## src/rtl/counter_bcd_display.sv

```systemverilog
// Binary-to-BCD converter (sequential double-dabble) driving a multiplexed
// common-anode 3-digit seven-segment display.
module counter_bcd_display #(
    parameter int REFRESH_DIV   = 50000,
    parameter int BLANK_LEADING = 1
) (
    input  logic        clk,
    input  logic        rst,
    input  logic [7:0]  value,
    output logic [11:0] bcd,
    output logic        bcd_valid,
    output logic        busy,
    output logic [6:0]  seg,
    output logic [2:0]  an
);

    localparam int CW = (REFRESH_DIV > 1) ? $clog2(REFRESH_DIV) : 1;

    typedef enum logic [1:0] {
        S_IDLE,
        S_CONVERT,
        S_DONE
    } state_t;

    state_t        r_state;
    logic [7:0]    r_last;
    logic [19:0]   r_shift;
    logic [2:0]    r_iter;
    logic [11:0]   r_bcd;
    logic          r_valid;
    logic          r_busy;
    logic [CW-1:0] r_refresh;
    logic [1:0]    r_idx;
    logic [6:0]    r_seg;
    logic [2:0]    r_an;

    logic [19:0]   w_adj;
    logic [19:0]   w_next;
    logic [3:0]    w_digit;
    logic          w_blank;
    logic [2:0]    w_an;
    logic [6:0]    w_seg;

    // Double-dabble step: correct every BCD nibble >= 5, then shift left.
    always_comb begin
        w_adj = r_shift;
        for (int unsigned i = 0; i < 3; i++) begin
            if (r_shift[8 + 4*i +: 4] >= 4'd5)
                w_adj[8 + 4*i +: 4] = r_shift[8 + 4*i +: 4] + 4'd3;
        end
        w_next = w_adj << 1;
    end

    always_ff @(posedge clk) begin
        if (rst) begin
            r_state <= S_IDLE;
            r_last  <= '0;
            r_shift <= '0;
            r_iter  <= '0;
            r_bcd   <= '0;
            r_valid <= 1'b0;
            r_busy  <= 1'b0;
        end else begin
            r_valid <= 1'b0;
            case (r_state)
                S_IDLE: begin
                    if (value != r_last) begin
                        r_shift <= {12'd0, value};
                        r_last  <= value;
                        r_iter  <= '0;
                        r_busy  <= 1'b1;
                        r_state <= S_CONVERT;
                    end
                end
                S_CONVERT: begin
                    r_shift <= w_next;
                    r_iter  <= r_iter + 3'd1;
                    if (r_iter == 3'd7)
                        r_state <= S_DONE;
                end
                S_DONE: begin
                    r_bcd   <= r_shift[19:8];
                    r_valid <= 1'b1;
                    r_busy  <= 1'b0;
                    r_state <= S_IDLE;
                end
                default: begin
                    r_busy  <= 1'b0;
                    r_state <= S_IDLE;
                end
            endcase
        end
    end

    // Digit select for the current scan slot; only committed bcd is shown.
    always_comb begin
        w_digit = r_bcd[3:0];
        w_blank = 1'b0;
        w_an    = 3'b110;
        case (r_idx)
            2'd1: begin
                w_digit = r_bcd[7:4];
                w_blank = (BLANK_LEADING != 0) && (r_bcd[11:4] == '0);
                w_an    = 3'b101;
            end
            2'd2: begin
                w_digit = r_bcd[11:8];
                w_blank = (BLANK_LEADING != 0) && (r_bcd[11:8] == '0);
                w_an    = 3'b011;
            end
            default: ;
        endcase
    end

    always_comb begin
        case (w_digit)
            4'd0:    w_seg = 7'b1000000;
            4'd1:    w_seg = 7'b1111001;
            4'd2:    w_seg = 7'b0100100;
            4'd3:    w_seg = 7'b0110000;
            4'd4:    w_seg = 7'b0011001;
            4'd5:    w_seg = 7'b0010010;
            4'd6:    w_seg = 7'b0000010;
            4'd7:    w_seg = 7'b1111000;
            4'd8:    w_seg = 7'b0000000;
            4'd9:    w_seg = 7'b0010000;
            default: w_seg = 7'b1111111;
        endcase
        if (w_blank)
            w_seg = 7'b1111111;
    end

    always_ff @(posedge clk) begin
        if (rst) begin
            r_refresh <= '0;
            r_idx     <= '0;
            r_seg     <= 7'b1000000;
            r_an      <= 3'b110;
        end else begin
            r_seg <= w_seg;
            r_an  <= w_an;
            if (r_refresh == CW'(REFRESH_DIV - 1)) begin
                r_refresh <= '0;
                r_idx     <= (r_idx == 2'd2) ? 2'd0 : r_idx + 2'd1;
            end else begin
                r_refresh <= r_refresh + 1'b1;
            end
        end
    end

    assign bcd       = r_bcd;
    assign bcd_valid = r_valid;
    assign busy      = r_busy;
    assign seg       = r_seg;
    assign an        = r_an;

endmodule

```

## config.mk

```make
export PLATFORM = sky130hd
export DESIGN_NAME = counter_bcd_display
export DESIGN_NICKNAME = d
export VERILOG_FILES = /design/src/rtl/counter_bcd_display.sv
export SDC_FILE = /design/constraint.sdc
export NUM_CORES = 1
export LEC_CHECK = 0
export BUFFER_PORTS_ARGS = -buffer_cell sky130_fd_sc_hd__buf_2
export CAP_MARGIN = 5
export CORE_ASPECT_RATIO = 1.1
export CORE_MARGIN = 3
export CORE_UTILIZATION = 58
export DETAILED_ROUTE_END_ITERATION = 6
export GPL_ROUTABILITY_DRIVEN = 0
export GPL_TIMING_DRIVEN = 0
export MAX_ROUTING_LAYER = met4
export PLACE_DENSITY_LB_ADDON = 0.3
export SKIP_LAST_GASP = 1
export SLEW_MARGIN = 20
export SYNTH_ARGS = -nofsm -noshare
export SYNTH_HDL_FRONTEND = slang
export SYNTH_SLANG_ARGS = --single-unit
```

## constraint.sdc

```tcl
create_clock -name clk -period 5.3 [get_ports clk]
set_input_delay 0.53 -clock clk [delete_from_list [all_inputs] [get_ports clk]]
set_output_delay 0.53 -clock clk [all_outputs]
set_load 0.02 [all_outputs]
```

==> key figures <==
Synthesis
  • Post-synth EDFFs: 0
  • Ys Warns: 0
  • Syn Nets: 428
  • Mean post-synth cell area: slightly below 9 sq um
  • Synth unique cells: 43
  • Top FF cell, synth: dfxtp_1
  • Seq/Total Area, Yosys: 43.03%
  • Post-Syn Area: 0.003490 sq mm
  • Ys async rst share: 0%
  • Number of synthesized register bits: 75
  • Post-synthesis cell count: 400

Timing
  • Final setup viols: 0
  • RSZ-0062 raised after global routing: no
  • Fin crit period: 2390 ps
  • Hold Violations, Final: 0
  • Worst-margin pin slew: 590.8 ps
  • Slew Limit Fails: 0
  • Max Freq: 0.4184 GHz
  • Setup tns final: 0 ps
  • Max-slew headroom: about three fifths
  • Post-Route Skew: 11.55 ps
  • Fin crit share: 45.09%

Global routing
  • Total Routing Usage GR: 23.67%
  • Maximum number of pins on one net before global-route repair: 14
  • Initial antenna violation count: 0
  • First-pass GRT wire length: 12.48 mm
  • Total gr overflow: 0
  • Vias in the first global route: 2716

Power and ir drop
  • Clk pwr share: 39.1%
  • Sw Ratio: 25.14%
  • Part of the power in registers: a little over half
  • Maximum VDD drop: 0.1947 mV
  • Leak: 1.490 nW
  • Switching power: 0.2758 mW
  • PD cells: 278.6 mW/mm^2
  • Comb pwr share: under 10%
  • P_int: approximately 0.8 mW

Clocking
  • Post-CTS setup buffer count: 0
  • CTS tree: done
  • Max clock buf depth: 2
  • Cts hold-fix bufs: 0
  • TritonCTS sink count: 75
  • H-Tree Depth: 3
  • Clock Tree Root: clkbuf_8
  • Clock insertion delay at the later pin of the skew report: 350 ps
  • Post-CTS Resized: 0
  • Number of CTS-inserted buffers: 9
  • Worst-path clk slew: approximately 80 ps

Critical path
  • CP Max Fanout: 7
  • Worst R2R End: seg[6]$_SDFF_PP1_
  • Critical Path End Type: flip-flop
  • Crit path arrival time: 2640 ps
  • R2R depth: 9
  • Critical Path Max Stage Delay: 460 ps
  • Req. time, crit path: 5550 ps
  • CP Launch Type: flip-flop
  • Cells along the critical path: inv_1 > ha_1 > buf_2 > mux2i_1 > inv_1 > ha_1 > mux2_2 > a21oi_1 > nand2_1
  • Crit Path Category: flip-flop to flip-flop
  • Reg-to-reg critical path startpoint: r_idx[0]$_SDFFE_PP0N_
  • R2r setup slk: roughly 2900 ps
  • Crit-path slowest cell: mux2i_1

Final layout
  • Fin cells: around 530
  • Fill count: 498
  • Fraction of layout cells with a size suffix above 1: 15.85%
  • Fin nets: approximately 470
  • Area growth from synthesis to layout: 12.87%
  • Number of diodes: 0

Hold path
  • Worst hold endpoint: r_last[7]$_SDFFE_PP0P_
  • Min-delay src: r_last[7]$_SDFFE_PP0P_
  • Cell depth of the worst hold path: 2
  • HP Class: flip-flop to flip-flop

Detailed routing
  • Via count: 2963
  • Detailed Route WL: 7.530 mm
  • Via density: 5.644
  • ANT nets after route: 0
  • Drt first pass iters: 4
  • WL/cell: between 10 and 15 um
  • DRT iter0 DRCs: 173
  • DRC viols: 0

Floorplanning
  • Starting Density: 60.11%
  • Chip Width: ~80 um
  • Core Region: 0.005806 sq mm
  • Die Y-Extent: 87.35 um
  • # IOs: 34
  • Die area: 0.006984 sq mm
  • Site Rows: 29

Place
  • Dpl hpwl: 5.418 mm
  • PortBufs: 32
  • Cell count after placement: 509

Run status
  • Status: finished clean

Flow run
  • Max-cap viol count: 0
==> cells in the mapped netlist (7+ instances only) <==
| library cell | count | share of area [%] |
|---|---|---|
| dfxtp_1 | 75 | 43 |
| nand2_1 | 55 | 5.9 |
| a21oi_1 | 43 | 6.2 |
| nand3_1 | 35 | 5.0 |
| nor2_1 | 28 | 3.0 |
| xnor2_1 | 20 | 5.0 |
| ha_1 | 18 | 6.5 |
| inv_1 | 13 | 1.4 |
| a31oi_1 | 12 | 2.2 |
| clkbuf_1 | 12 | 1.3 |
| nand2b_1 | 10 | 1.8 |
| o211ai_1 | 9 | 1.9 |
| mux2i_1 | 7 | 2.0 |
| xor2_1 | 7 | 1.8 |
==> layer usage <==
layer  vias to the layer above  GRT usage, %  part of all wire (%)  wire length, um
met3                        12         5.694                   4.6              344
li1                       1457             -                     -                -
met1                      1435         29.53                    45             3418
met2                        59         37.65                    49             3682
met5                         -             -                     0                0
met4                         0         7.834                   1.1               85
==> metrics by stage <==
| stage | hold WS, ps | instance area [sq um] | utilization, % | setup WS (ps) | total power [mW] |
|---|---|---|---|---|---|
| after global routing | 500.7 | 3939 | 67.84 | 2734 | 1.142 |
| after global placement | 442.1 | 3746 | 64.53 | 3040 | 0.6772 |
| final | 476.6 | 3939 | 67.84 | 2910 | 1.097 |
| after CTS | 475.4 | 3939 | 67.84 | 2910 | 1.103 |
| after detailed placement | 459.5 | 3746 | 64.53 | 2922 | 0.6807 |
| after floorplan | 425.8 | 3490 | - | 3200 | 0.6564 |
==> sequential cells by signal, summed over array words and instances, names as in the netlist <==
register   count
r_last         8
bcd           12
r_iter         3
r_refresh     16
bcd_valid      1
r_state        2
r_shift       20
an             3
seg            7
r_idx          2
busy           1
==> area by class of cell <==
cell class | count | area (sq um) | area share [%]
Clock buffer | 9 | 123.9 | 3.145
Clock inverter | 7 | 68.82 | 1.747
Tap cell | 77 | 96.34 | 2.446
Multi-Input combinational cell | 291 | 1813 | 46.03
Sequential cell | 75 | 1501 | 38.12
Buffer | 21 | 126.4 | 3.208
Inverter | 13 | 48.80 | 1.239
Timing Repair Buffer | 32 | 160.2 | 4.066
==> how the worst max path moves through the flow <==
stage	startpoint	endpoint	slack (ps)	cells after the start
global route	r_idx[0]$_SDFFE_PP0N_	seg[6]$_SDFF_PP1_	2730	9
finish	r_idx[0]$_SDFFE_PP0N_	seg[6]$_SDFF_PP1_	2910	9
floorplan	r_idx[0]$_SDFFE_PP0N_	seg[3]$_SDFF_PP0_	3200	9
global placement	r_idx[0]$_SDFFE_PP0N_	seg[3]$_SDFF_PP0_	3040	9
detailed placement	r_idx[0]$_SDFFE_PP0N_	seg[6]$_SDFF_PP1_	2920	9
CTS	r_idx[0]$_SDFFE_PP0N_	seg[6]$_SDFF_PP1_	2910	9
==> power by group through the flow <==
stage          logic [mW]  registers [mW]  clock network [mW]
6_report           0.0817           0.587               0.429
3_5_place_dp       0.0810           0.600                   0
2_1_floorplan      0.0586           0.598                   0
3_3_place_gp       0.0790           0.598                   0
5_1_grt            0.0899           0.588               0.464
4_1_cts            0.0815           0.587               0.435
==> cell usage in the layout, fill, tap and decap left out, drive strengths merged, types with 3 or more instances in the layout <==
cell     n
nand4    5
mux2     3
xnor2   20
o211ai   9
nor4     3
clkbuf  21
nand2   55
o21ai    6
and2     4
a31oi   12
nand2b  10
inv     13
nand3   36
xor2     7
nor3     6
mux2i    8
a22o     3
ha      18
clkinv   4
nor2    30
dfxtp   75
nor2b    3
a21oi   43
buf     41
==> kinds of logic after synthesis <==
family                     count (synthesis)  synth area share [%]
adders and majority gates                 18                 6.454
DFF                                       75                 43.03
muxes                                     11                 3.621
and+or+nand+nor                          159                 22.27
AOI/OAI and AO/OA                         76                 12.84
xor gates and xnor gates                  27                 6.777
buffers and inverters                     34                 5.020
==> critical path, delay by kind of cell, from the launching register on <==
kind                       cells  cell delay [ps]
and+or+nand+nor                1               70
adders and majority gates      2              520
muxes                          2              730
AOI/OAI and AO/OA              1              160
buffers and inverters          3              430
DFF                            1              390
No activity file was read; power rests on OpenSTA's default activity.
